**src/rtl/text_pkg.sv**
```systemverilog
// Shared constants, FSM state codes and cursor op encoding for the text RAM
// port-A writer.
package text_pkg;

   localparam int COLS   = 128;
   localparam int ROWS   = 48;
   localparam int COL_W  = 7;
   localparam int ROW_W  = 6;
   localparam int ADDR_W = 13;
   localparam int CHAR_W = 7;

   localparam logic [CHAR_W-1:0] ASCII_SPACE = 7'h20;
   localparam logic [CHAR_W-1:0] ASCII_BS    = 7'h08;
   localparam logic [CHAR_W-1:0] ASCII_CR    = 7'h0D;
   localparam logic [CHAR_W-1:0] ASCII_TILDE = 7'h7E;

   localparam logic [1:0] ST_IDLE  = 2'd0;
   localparam logic [1:0] ST_WRITE = 2'd1;
   localparam logic [1:0] ST_BKSP  = 2'd2;
   localparam logic [1:0] ST_CLEAR = 2'd3;

   // One-hot cursor operation select, bit positions
   localparam int OP_INC     = 0;
   localparam int OP_DEC     = 1;
   localparam int OP_NEWLINE = 2;
   localparam int OP_LEFT    = 3;
   localparam int OP_RIGHT   = 4;
   localparam int OP_UP      = 5;
   localparam int OP_DOWN    = 6;
   localparam int OP_ZERO    = 7;
   localparam int OP_N       = 8;

   typedef logic [OP_N-1:0] cursor_op_t;

   function automatic logic [ADDR_W-1:0] pack_addr(input logic [ROW_W-1:0] row,
                                                   input logic [COL_W-1:0] col);
      return {row, col};
   endfunction

endpackage

```
**src/rtl/text_cursor.sv**
```systemverilog
// Text cursor row/column registers. Wrapping advance/step-back, newline,
// saturating moves and load-zero, selected by a one-hot op from the controller.
module text_cursor
   import text_pkg::*;
#(
   parameter int  COLS  = 128,
   parameter int  ROWS  = 48,
   localparam int CW    = $clog2(COLS),
   localparam int RW    = $clog2(ROWS)
) (
   input  logic          clk,
   input  logic          reset,
   input  cursor_op_t    op,
   output logic [CW-1:0] col,
   output logic [RW-1:0] row
);

   localparam logic [CW-1:0] MAX_COL = CW'(COLS - 1);
   localparam logic [RW-1:0] MAX_ROW = RW'(ROWS - 1);

   logic [RW-1:0] row_next;
   logic [RW-1:0] row_prev;

   assign row_next = (row == MAX_ROW) ? '0 : row + 1'b1;
   assign row_prev = (row == '0) ? MAX_ROW : row - 1'b1;

   // NOTE: sequential state uses non-blocking assignments so every register
   // samples pre-edge values, independent of statement order.
   always_ff @(posedge clk) begin
      if (reset) begin
         col <= '0;
         row <= '0;
      end else if (op[OP_ZERO]) begin
         col <= '0;
         row <= '0;
      end else if (op[OP_INC]) begin
         if (col == MAX_COL) begin
            col <= '0;
            row <= row_next;
         end else begin
            col <= col + 1'b1;
         end
      end else if (op[OP_DEC]) begin
         if (col == '0) begin
            col <= MAX_COL;
            row <= row_prev;
         end else begin
            col <= col - 1'b1;
         end
      end else if (op[OP_NEWLINE]) begin
         col <= '0;
         row <= row_next;
      end else if (op[OP_LEFT]) begin
         if (col != '0) col <= col - 1'b1;
      end else if (op[OP_RIGHT]) begin
         if (col != MAX_COL) col <= col + 1'b1;
      end else if (op[OP_UP]) begin
         if (row != '0) row <= row - 1'b1;
      end else if (op[OP_DOWN]) begin
         if (row != MAX_ROW) row <= row + 1'b1;
      end
   end

endmodule

```
**src/rtl/text_write_ctrl.sv**
```systemverilog
// Single arbitrated writer for port A of the text character RAM: character
// writes, backspace erase, newline, full-screen clear and cursor moves.
module text_write_ctrl
   import text_pkg::*;
#(
   parameter int  COLS   = 128,
   parameter int  ROWS   = 48,
   parameter int  ADDR_W = 13,
   parameter int  CHAR_W = 7,
   localparam int CW     = $clog2(COLS),
   localparam int RW     = $clog2(ROWS)
) (
   input  logic              clk,
   input  logic              reset,
   input  logic              char_valid,
   input  logic [CHAR_W-1:0] char_data,
   output logic              char_ready,
   input  logic              cmd_clear,
   input  logic              mv_left,
   input  logic              mv_right,
   input  logic              mv_up,
   input  logic              mv_down,
   output logic              ram_we,
   output logic [ADDR_W-1:0] ram_addr,
   output logic [CHAR_W-1:0] ram_din,
   output logic [CW-1:0]     cursor_col,
   output logic [RW-1:0]     cursor_row,
   output logic              busy
);

   // Rows are contiguous in the {row,col} address because COLS is a power of two
   localparam logic [ADDR_W-1:0] SWEEP_LAST = {RW'(ROWS - 1), CW'(COLS - 1)};

   logic [1:0]    state;
   cursor_op_t    cur_op;
   logic          accept;
   logic          is_print;
   logic          at_origin;
   logic          sweep_done;
   logic [CW-1:0] back_col;
   logic [RW-1:0] back_row;

   assign accept     = char_valid & char_ready;
   assign is_print   = (char_data >= ASCII_SPACE) && (char_data <= ASCII_TILDE);
   assign at_origin  = (cursor_col == '0) && (cursor_row == '0);
   assign sweep_done = (ram_addr == SWEEP_LAST);
   assign back_col   = (cursor_col == '0) ? CW'(COLS - 1) : cursor_col - 1'b1;
   assign back_row   = (cursor_col == '0) ? cursor_row - 1'b1 : cursor_row;

   text_cursor #(
      .COLS (COLS),
      .ROWS (ROWS)
   ) u_cursor (
      .clk   (clk),
      .reset (reset),
      .op    (cur_op),
      .col   (cursor_col),
      .row   (cursor_row)
   );

   // NOTE: cur_op gets a default before the case so no path leaves it
   // unassigned, which would otherwise infer a latch.
   always_comb begin
      cur_op = '0;
      case (state)
         ST_IDLE: begin
            if (!cmd_clear) begin
               if (accept) begin
                  if (char_data == ASCII_CR) cur_op[OP_NEWLINE] = 1'b1;
               end else if (mv_left) begin
                  cur_op[OP_LEFT] = 1'b1;
               end else if (mv_right) begin
                  cur_op[OP_RIGHT] = 1'b1;
               end else if (mv_up) begin
                  cur_op[OP_UP] = 1'b1;
               end else if (mv_down) begin
                  cur_op[OP_DOWN] = 1'b1;
               end
            end
         end
         ST_WRITE: cur_op[OP_INC] = 1'b1;
         ST_BKSP:  cur_op[OP_DEC] = 1'b1;
         ST_CLEAR: if (sweep_done) cur_op[OP_ZERO] = 1'b1;
         default:  cur_op = '0;
      endcase
   end

   always_ff @(posedge clk) begin
      if (reset) begin
         state      <= ST_IDLE;
         ram_we     <= 1'b0;
         ram_addr   <= '0;
         ram_din    <= '0;
         char_ready <= 1'b1;
         busy       <= 1'b0;
      end else begin
         case (state)
            ST_IDLE: begin
               if (cmd_clear) begin
                  state      <= ST_CLEAR;
                  busy       <= 1'b1;
                  char_ready <= 1'b0;
                  ram_we     <= 1'b1;
                  ram_addr   <= '0;
                  ram_din    <= ASCII_SPACE;
               end else if (accept) begin
                  if (is_print) begin
                     state      <= ST_WRITE;
                     char_ready <= 1'b0;
                     ram_we     <= 1'b1;
                     ram_addr   <= pack_addr(cursor_row, cursor_col);
                     ram_din    <= char_data;
                  end else if ((char_data == ASCII_BS) && !at_origin) begin
                     // Erase lands on the stepped-back cell; cursor follows a cycle later
                     state      <= ST_BKSP;
                     char_ready <= 1'b0;
                     ram_we     <= 1'b1;
                     ram_addr   <= pack_addr(back_row, back_col);
                     ram_din    <= ASCII_SPACE;
                  end
               end
            end
            ST_WRITE, ST_BKSP: begin
               state      <= ST_IDLE;
               ram_we     <= 1'b0;
               char_ready <= 1'b1;
            end
            ST_CLEAR: begin
               if (sweep_done) begin
                  state      <= ST_IDLE;
                  ram_we     <= 1'b0;
                  busy       <= 1'b0;
                  char_ready <= 1'b1;
               end else begin
                  ram_addr <= ram_addr + 1'b1;
               end
            end
            default: state <= ST_IDLE;
         endcase
      end
   end

endmodule
```
**config.mk**
```make
export PLATFORM = sky130hd
export DESIGN_NAME = text_write_ctrl
export DESIGN_NICKNAME = d
export VERILOG_FILES = /design/src/rtl/text_pkg.sv /design/src/rtl/text_cursor.sv /design/src/rtl/text_write_ctrl.sv
export SDC_FILE = /design/constraint.sdc
export NUM_CORES = 1
export LEC_CHECK = 0
export ABC_CLOCK_PERIOD_IN_PS = 4300
export BUFFER_PORTS_ARGS = -buffer_cell sky130_fd_sc_hd__buf_2
export CORE_MARGIN = 10
export CORE_UTILIZATION = 35
export CTS_BUF_LIST = sky130_fd_sc_hd__clkbuf_4 sky130_fd_sc_hd__clkbuf_8
export DETAILED_ROUTE_END_ITERATION = 6
export REMOVE_ABC_BUFFERS = 1
export SLEW_MARGIN = 20
export SYNTH_ARGS = -nofsm -noshare
export SYNTH_HDL_FRONTEND = slang
export SYNTH_HIERARCHICAL = 1
export SYNTH_SLANG_ARGS = --single-unit
export TNS_END_PERCENT = 100
```
**constraint.sdc**
```tcl
create_clock -name clk -period 4.3 [get_ports clk]
set_input_delay 0.86 -clock clk [delete_from_list [all_inputs] [get_ports clk]]
set_output_delay 0.86 -clock clk [all_outputs]
set_load 0.01 [all_outputs]
```
# Word level (Yosys, flattened, before mapping)
# Index checks and enable logic that the tools add are counted.
# op_classes
muxes	69
addsub	5
eq_ne	21
order_cmp	2
reduce_logical	24
n_bitwise	1
# ops
cell	count
$mux 7	13
$mux 6	14
$mux 13	5
$pmux 13 s2	1
$mux 1	22
$reduce_bool 5->1	4
$eq 7x4->1 const B	2
$add 13x1->13 const B	1
$eq 13x13->1 const B	1
$mux 2	6
$ne 4x4->1 const B	3
$reduce_and 3->1	4
$mux 5	2
$ne 5x4->1 const B	2
$add 7x1->7 const B	1
$eq 7x7->1 const B	1
$ge 7x6->1 const B	1
$le 7x7->1 const B	1
$logic_not 7->1	1
$ne 7x7->1 const B	1
$reduce_and 7->1	1
$reduce_bool 7->1	1
$sub 7x1->7 const B	1
$add 6x1->6 const B	1
24 further kinds	32
# totals
in_bits	15
output_inout_bits	36
register_bits	38
elab_cells	130

# Longest topological paths before layout
# Gate-level depths: netlist of run 1.
# logic_depth
ltp_word	14
depth_mapped	9
mapped_depth_nobuf	9

# Modules after synthesis
# The synthesis of run 1 kept the hierarchy.
# by_module_without_submodules
mod	area_each_um2	cells_each	instances	seq_area_each_um2
text_write_ctrl	1771.7	243	1	500.5
text_cursor	1431.4	178	1	260.2

# Worst setup path after synthesis of run 1
# OpenSTA, ideal clock, no wires.
# synth_path
kind	input to register
start	input port char_data[1]
end	register u_cursor.col[4]
n_path_buf	1
setup_ns	0.117
t_arrival_ns	2.640
path_slack_ns	1.542
stages	9
required_time_ns	4.183
cell_sequence	nor4_1 -> nand4_1 -> nor4_1 -> buf_6 -> and2b_1 -> o21a_1 -> a221oi_1 -> o21ai_0 -> a32o_1
# synth_via
elab_chain_len	8
elab_cells_between_ends	12
classes_between	eq/ne: 2; mux: 7; reduce/logical: 3
# synth_rtl
element	line	rtl
from (decl)	text_write_ctrl.sv:16	input logic [CHAR_W-1:0] char_data,
$eq 7x4->1 *	text_write_ctrl.sv:69	if (char_data == ASCII_CR) cur_op[OP_NEWLINE] = 1'b1;
$mux 1 *	text_write_ctrl.sv:69	
$mux 1 *	text_write_ctrl.sv:68	if (accept) begin
$mux 5 *	text_write_ctrl.sv:67	if (!cmd_clear) begin
$mux 5 *	text_write_ctrl.sv:65	case (state)
named net cur_op[2]	text_write_ctrl.sv:35	cursor_op_t cur_op;
$mux 7	text_cursor.sv:50	end else if (op[OP_NEWLINE]) begin
$mux 7	text_cursor.sv:43	end else if (op[OP_DEC]) begin
$mux 7	text_cursor.sv:36	end else if (op[OP_INC]) begin
to (signal assigned)	text_cursor.sv:41	col <= col + 1'b1;
to (signal assigned)	text_cursor.sv:48	col <= col - 1'b1;
to (signal assigned)	text_cursor.sv:54	if (col != '0) col <= col - 1'b1;
to (decl)	text_cursor.sv:14	output logic [CW-1:0] col,
# The timed path passes the listed nets; every way through them passes the cells marked *.
# A chain may end at the register's enable or synchronous reset.

# Final worst setup path of run 1
# Ends and elaborated chain as after synthesis.

==> results of run 1 <==
[state kept, by name (all words and copies together), names as in the netlist]
register	cells
char_ready	1
state	2
ram_we	1
busy	1
ram_addr	13
ram_din	7
u_cursor/col	7
u_cursor/row	6
[stage by stage]
step / cells / hold slack [ps] / utilization, % / setup slack (ps) / total power, mW
after floorplan: 399 / 470 / - / 1150 / 0.928
after global placement: 561 / 433 / 39.9 / 1270 / 1.11
after detailed placement: 561 / 442 / 39.9 / 1200 / 1.12
after CTS: 569 / 454 / 41.1 / 1500 / 1.44
after global routing: 569 / 472 / 41.1 / 1280 / 1.54
final: 569 / 451 / 41.1 / 1450 / 1.44
[routing by layer]
metal	routed length (um)	vias up	share of wire, %	GRT usage [%]
met1	4440	1646	45	18.3
met2	4720	129	48	24.8
met5	0	-	0	0
li1	-	1679	-	-
met3	660	6	6.6	2.89
met4	97	0	0.98	4.00
[power groups by stage]
| stage | sequential [mW] | clock (mW) | combinational, mW |
|---|---|---|---|
| finish | 0.491 | 0.318 | 0.628 |
| global route | 0.503 | 0.339 | 0.696 |
| detailed placement | 0.498 | 0 | 0.620 |
| CTS | 0.490 | 0.328 | 0.624 |
| floorplan | 0.490 | 0 | 0.437 |
| global placement | 0.496 | 0 | 0.611 |
[cell type report]
class                   count  area [um^2]  share of cell area, %
clock buffers               5         68.8                   1.90
multi-input cells         347         2280                   62.9
repair buffers             54          280                   7.73
inverters                  14         52.6                   1.45
well taps                 108          135                   3.73
flip-flops and latches     38          761                   21.0
clock inverters             3         45.0                   1.24
[worst paths after layout]
check	end	cells after the start	slack (ps)	start
setup reg to reg	ram_addr[10]	8	1650	u_cursor/col[0]
setup / recovery	u_cursor/col[4]	10	1450	char_data[1]
hold / removal	ram_din[4]	2	450	ram_din[4]
hold reg to reg	ram_din[4]	2	450	ram_din[4]
[critical path, delay by kind of cell]
family	cells	cell delay [ps]
and+or+nand+nor	5	1130
AOI/OAI and AO/OA	3	730
buffers and inverters	2	320
[cells by family (layout without fill, tap and decap cells)]
kind of cell	count (synthesis)	in the layout	share of synthesized area, %
flip-flops	38	38	23.8
XOR/XNOR	10	10	2.73
AO/OA/AOI/OAI	133	133	30.5
adder cells (fa/ha/maj)	10	10	3.91
buffers and inverters	36	76	5.04
multiplexers	1	1	0.313
AND/OR/NAND/NOR	193	193	33.7
[Yosys cell counts (all sizes together), types with 2 or more instances]
master	count	area, um^2
o21a	6	45.0
and2	6	42.5
nor3b	3	27.5
inv	14	52.6
clkbuf	10	37.5
nand3b	2	15.0
o22ai	8	50.1
ha	10	125
or3	5	36.3
nor2b	4	25.0
a211oi	7	57.6
xnor2	9	78.8
a221oi	5	67.6
nand4	8	50.1
and3b	2	17.5
o32ai	5	43.8
dfxtp	38	761
a31oi	6	37.5
buf	12	71.3
a21oi	38	194
nor2	38	148
a221o	4	40.0
or4	2	15.0
and3	8	51.3
and4b	2	20.0
o31ai	2	42.5
a32o	2	20.0
a21boi	2	15.0
or2	8	55.1
nand2b	10	62.6
o221ai	2	17.5
nand2	25	93.8
a2111oi	2	42.5
o21ai	23	115
nand3	27	140
a311oi	4	47.6
nor3	28	151
nor4	8	65.1
a31o	2	17.5
nand4b	4	35.0
a21o	7	52.6
==> run metrics, run 1 <==
TritonCTS sink count=38; Rel. slew slack=47.9%; final setup vio count=0; Residual DRC=0; diodes inserted=0; worst slew pin tran=773 ps; Skew-Pair Late Insertion Delay=300 ps; Main synth FF type=dfxtp_1; DRT Wirelength=9.93 mm; P_sw=0.612 mW; vias per cell=6.08; root buffer cell=clkbuf_8; max_cap viols=0; Seq pwr share=34.2%; CP most frequent cell=nor4_1; gate count of the mapped netlist=421; CTS tree=yes; Fmax achieved=351 MHz; Area growth, synth to finish=13.1%; Layout Cell Area excl Fill=3620 um^2; worst setup path category=in2reg; Final Hold Violating Endpoints=0; chip height=116 um; share of layout cells above drive strength 1=20.0%; HPWL Detailed=7.26 mm; wire per inst=17.4 um; EDFF count, synth=0; Synth Register Bits=38; drt pass-1 iters=5; peak supply drop=0.000165 V; DRT iter0 DRCs=245; Layout Skew=9.73 ps; initial antenna violation count=0; status=completed; RSZ-0062 raised after global routing=false; Post-Syn Area=3200 um^2; largest net degree at the start of global routing=31; most frequent cells in the layout=50 x buf_2, 38 x dfxtp_1, 37 x a21oi_1; number of buffers created by CTS=5; number of routed nets with antenna violations=0; IO Pins=51; vias in the first global route=3268; total track usage=14.6%; port bufs=50; Slew Limit Fails=0; Layout fillers=928; combinational power share=43.7%; async set or reset register ratio after synthesis=0%; Die W=116 um; Hold Path Class=reg2reg; Cell Rows=34; Final GP Congestion=0.842; Avg Cell Area, Syn=7.61 um^2; CP Data Arrival Time=3030 ps; first-pass GRT wire length=16.2 mm; maximum clock path buffer count=2; grt ovf=0; CTS H-Tree Depth=2; Reg clk slew, reported paths=90 ps; sequential share of the synthesized area=23.8%; fin crit share=66.2%; final-stage net count=485; cell chain of the critical path=buf_2 -> nor4_1 -> nand4_1 -> nor4_1 -> buf_4 -> nor3_1 -> or2_2 -> a221oi_1 -> o21ai_0 -> a32o_1; total internal power=0.825 mW; largest fanout on the critical path=10; fin crit period=2850 ps; hold_buf cts=0; Resized Gates After CTS=0; Post-Place Cell Area=3510 um^2; Starting Density=36.4%; Clock power frac=22.1%; Leak Pwr=1.36 nW; Worst EP required=4490 ps; CP Capture Type=flop; slowest stage delay, CP=370 ps; via count=3460; setup TNS=0 ps; Ys Warns=6; Power Density=397 nW/um^2; Net Sw Frac=42.6%; critical path's slowest cell=a221oi_1; Core Box Area=8810 um^2; commonest non-fill, non-tap cell in the layout=buf_2; Netlist cell types=75; Setup Fix Bufs, Post-CTS=0; CP Launch Type=input pin; Die Area=13400 um^2
No activity file was read; power rests on OpenSTA's default activity.
==> run 2, diff against run 1 <==
- ABC_CLOCK_PERIOD_IN_PS: 4300 -> 2600
- clock period: 4.3 -> 2.6 ns (I/O delays scaled with it)
==> run metrics, run 2 (same netlist as run 1, synthesis figures left out) <==
Skew-Pair Late Insertion Delay=290 ps; Final Hold Violating Endpoints=0; IO Pins=51; CP Data Arrival Time=2550 ps; CP Launch Type=input pin; RR Endpoint=u_cursor/col[4]; Tot Pwr=2.48 mW; Final GP Congestion=0.857; Fmax achieved=421 MHz; worst setup path category=in2reg; chip height=116 um; final setup vio count=0; Core Box Area=8810 um^2; Post-Place Cell Area=3750 um^2; wire per inst=17.1 um; Residual DRC=0; first-pass GRT wire length=16.8 mm; commonest non-fill, non-tap cell in the layout=buf_2; worst reg2reg setup slack=250 ps; diodes inserted=0; R2R Path Start=state[1]; Rel. slew slack=60.2%; worst slew pin tran=592 ps; drt pass-1 iters=5; CP Capture Type=flop; Leak Pwr=1.53 nW; DRT Wirelength=10.3 mm; Die W=116 um; most frequent cells in the layout=50 x buf_2, 38 x dfxtp_1, 37 x a21oi_1; peak supply drop=0.000262 V; Die Area=13400 um^2; number of routed nets with antenna violations=0; Resized Gates After CTS=0; reg2reg path depth=8; critical path launch point=char_data[1]; Setup Fix Bufs, Post-CTS=0; hold_buf cts=0; biggest regs=ram_addr x13, ram_din x7, u_cursor/col x7; fin crit share=91.3%; Largest Register=ram_addr; DRT iter0 DRCs=359; max_cap viols=0; Worst EP required=2780 ps; Starting Density=36.4%; number of buffers created by CTS=5; Area growth, synth to finish=21.0%; Cell Rows=34; Slew Limit Fails=0; grt ovf=0; Hold Path End=ram_we; vias in the first global route=3280; hold path start=ram_we; Worst Hold Path Cells=1; number of flip-flops in the largest register=13; maximum clock path buffer count=2; CTS tree=yes; port bufs=50; CTS H-Tree Depth=2; vias per cell=5.94; RSZ-0062 raised after global routing=false; TritonCTS sink count=38; fin crit period=2370 ps; total track usage=15.0%; largest net degree at the start of global routing=29; largest fanout on the critical path=9; root buffer cell=clkbuf_8; Reg clk slew, reported paths=90 ps; Layout Cell Area excl Fill=3870 um^2; HPWL Detailed=7.66 mm; final-stage net count=517; share of layout cells above drive strength 1=25.4%; Hold Path Class=reg2reg; Power Density=640 nW/um^2; Layout Skew=11.6 ps; initial antenna violation count=0; via count=3569; status=completed
run 2: changes by cell type in the layout (fill, tap and decap cells not counted), sizes merged:
cell,delta
buf,+32
clkbuf,+2
clkinvlp,-2
run 2: area by class of cell:
class,count,area (um^2)
fill,895,4930
clock buffer,7,83.8
timing repair buffer,86,520
clock inverter,1,30.0
sequential,38,761
tap,108,135
multi-input combinational,347,2290
inverter,14,52.6
run 2: worst max-delay path by stage:
stage | endpoint | cells past startpoint
after detailed placement | u_cursor/col[4] | 10
after global routing | ram_addr[9] | 9
after floorplan | u_cursor/col[4] | 8
after CTS | ram_addr[5] | 8
final | u_cursor/col[4] | 10
after global placement | u_cursor/col[4] | 10
run 2: critical path: stages:
cell and delay [ps]:
buf_2 110, nor4_2 300, nand4_1 150, nor4_1 210, buf_4 220, and2b_1 200
o21a_1 220, a221oi_1 280, o21ai_0 130, a32o_1 210
run 2: metal layers:
metal,GRT usage (%),wire length [um]
met1,20.6,4830
met2,24.1,4800
met3,2.69,580
met4,3.00,75
met5,0,0
run 2: metrics by stage:
step | hold WS, ps | worst slack (ps) | setup TNS (ps) | utilization, % | std cells
floorplan | 470 | -215 | -875 | - | 399
global placement | 434 | -89.3 | -89.3 | 42.6 | 593
detailed placement | 435 | -105 | -105 | 42.6 | 593
CTS | 456 | 116 | 0 | 43.9 | 601
global route | 474 | 9.58 | 0 | 44.0 | 601
finish | 452 | 227 | 0 | 44.0 | 601
run 2: where the power goes:
| part | switching [mW] | leakage (nW) | internal, mW |
|---|---|---|---|
| Combinational | 0.695 | 1.16 | 0.507 |
| Clock | 0.227 | 0.0593 | 0.309 |
| Sequential | 0.0914 | 0.311 | 0.653 |
| Total | 1.01 | 1.53 | 1.47 |
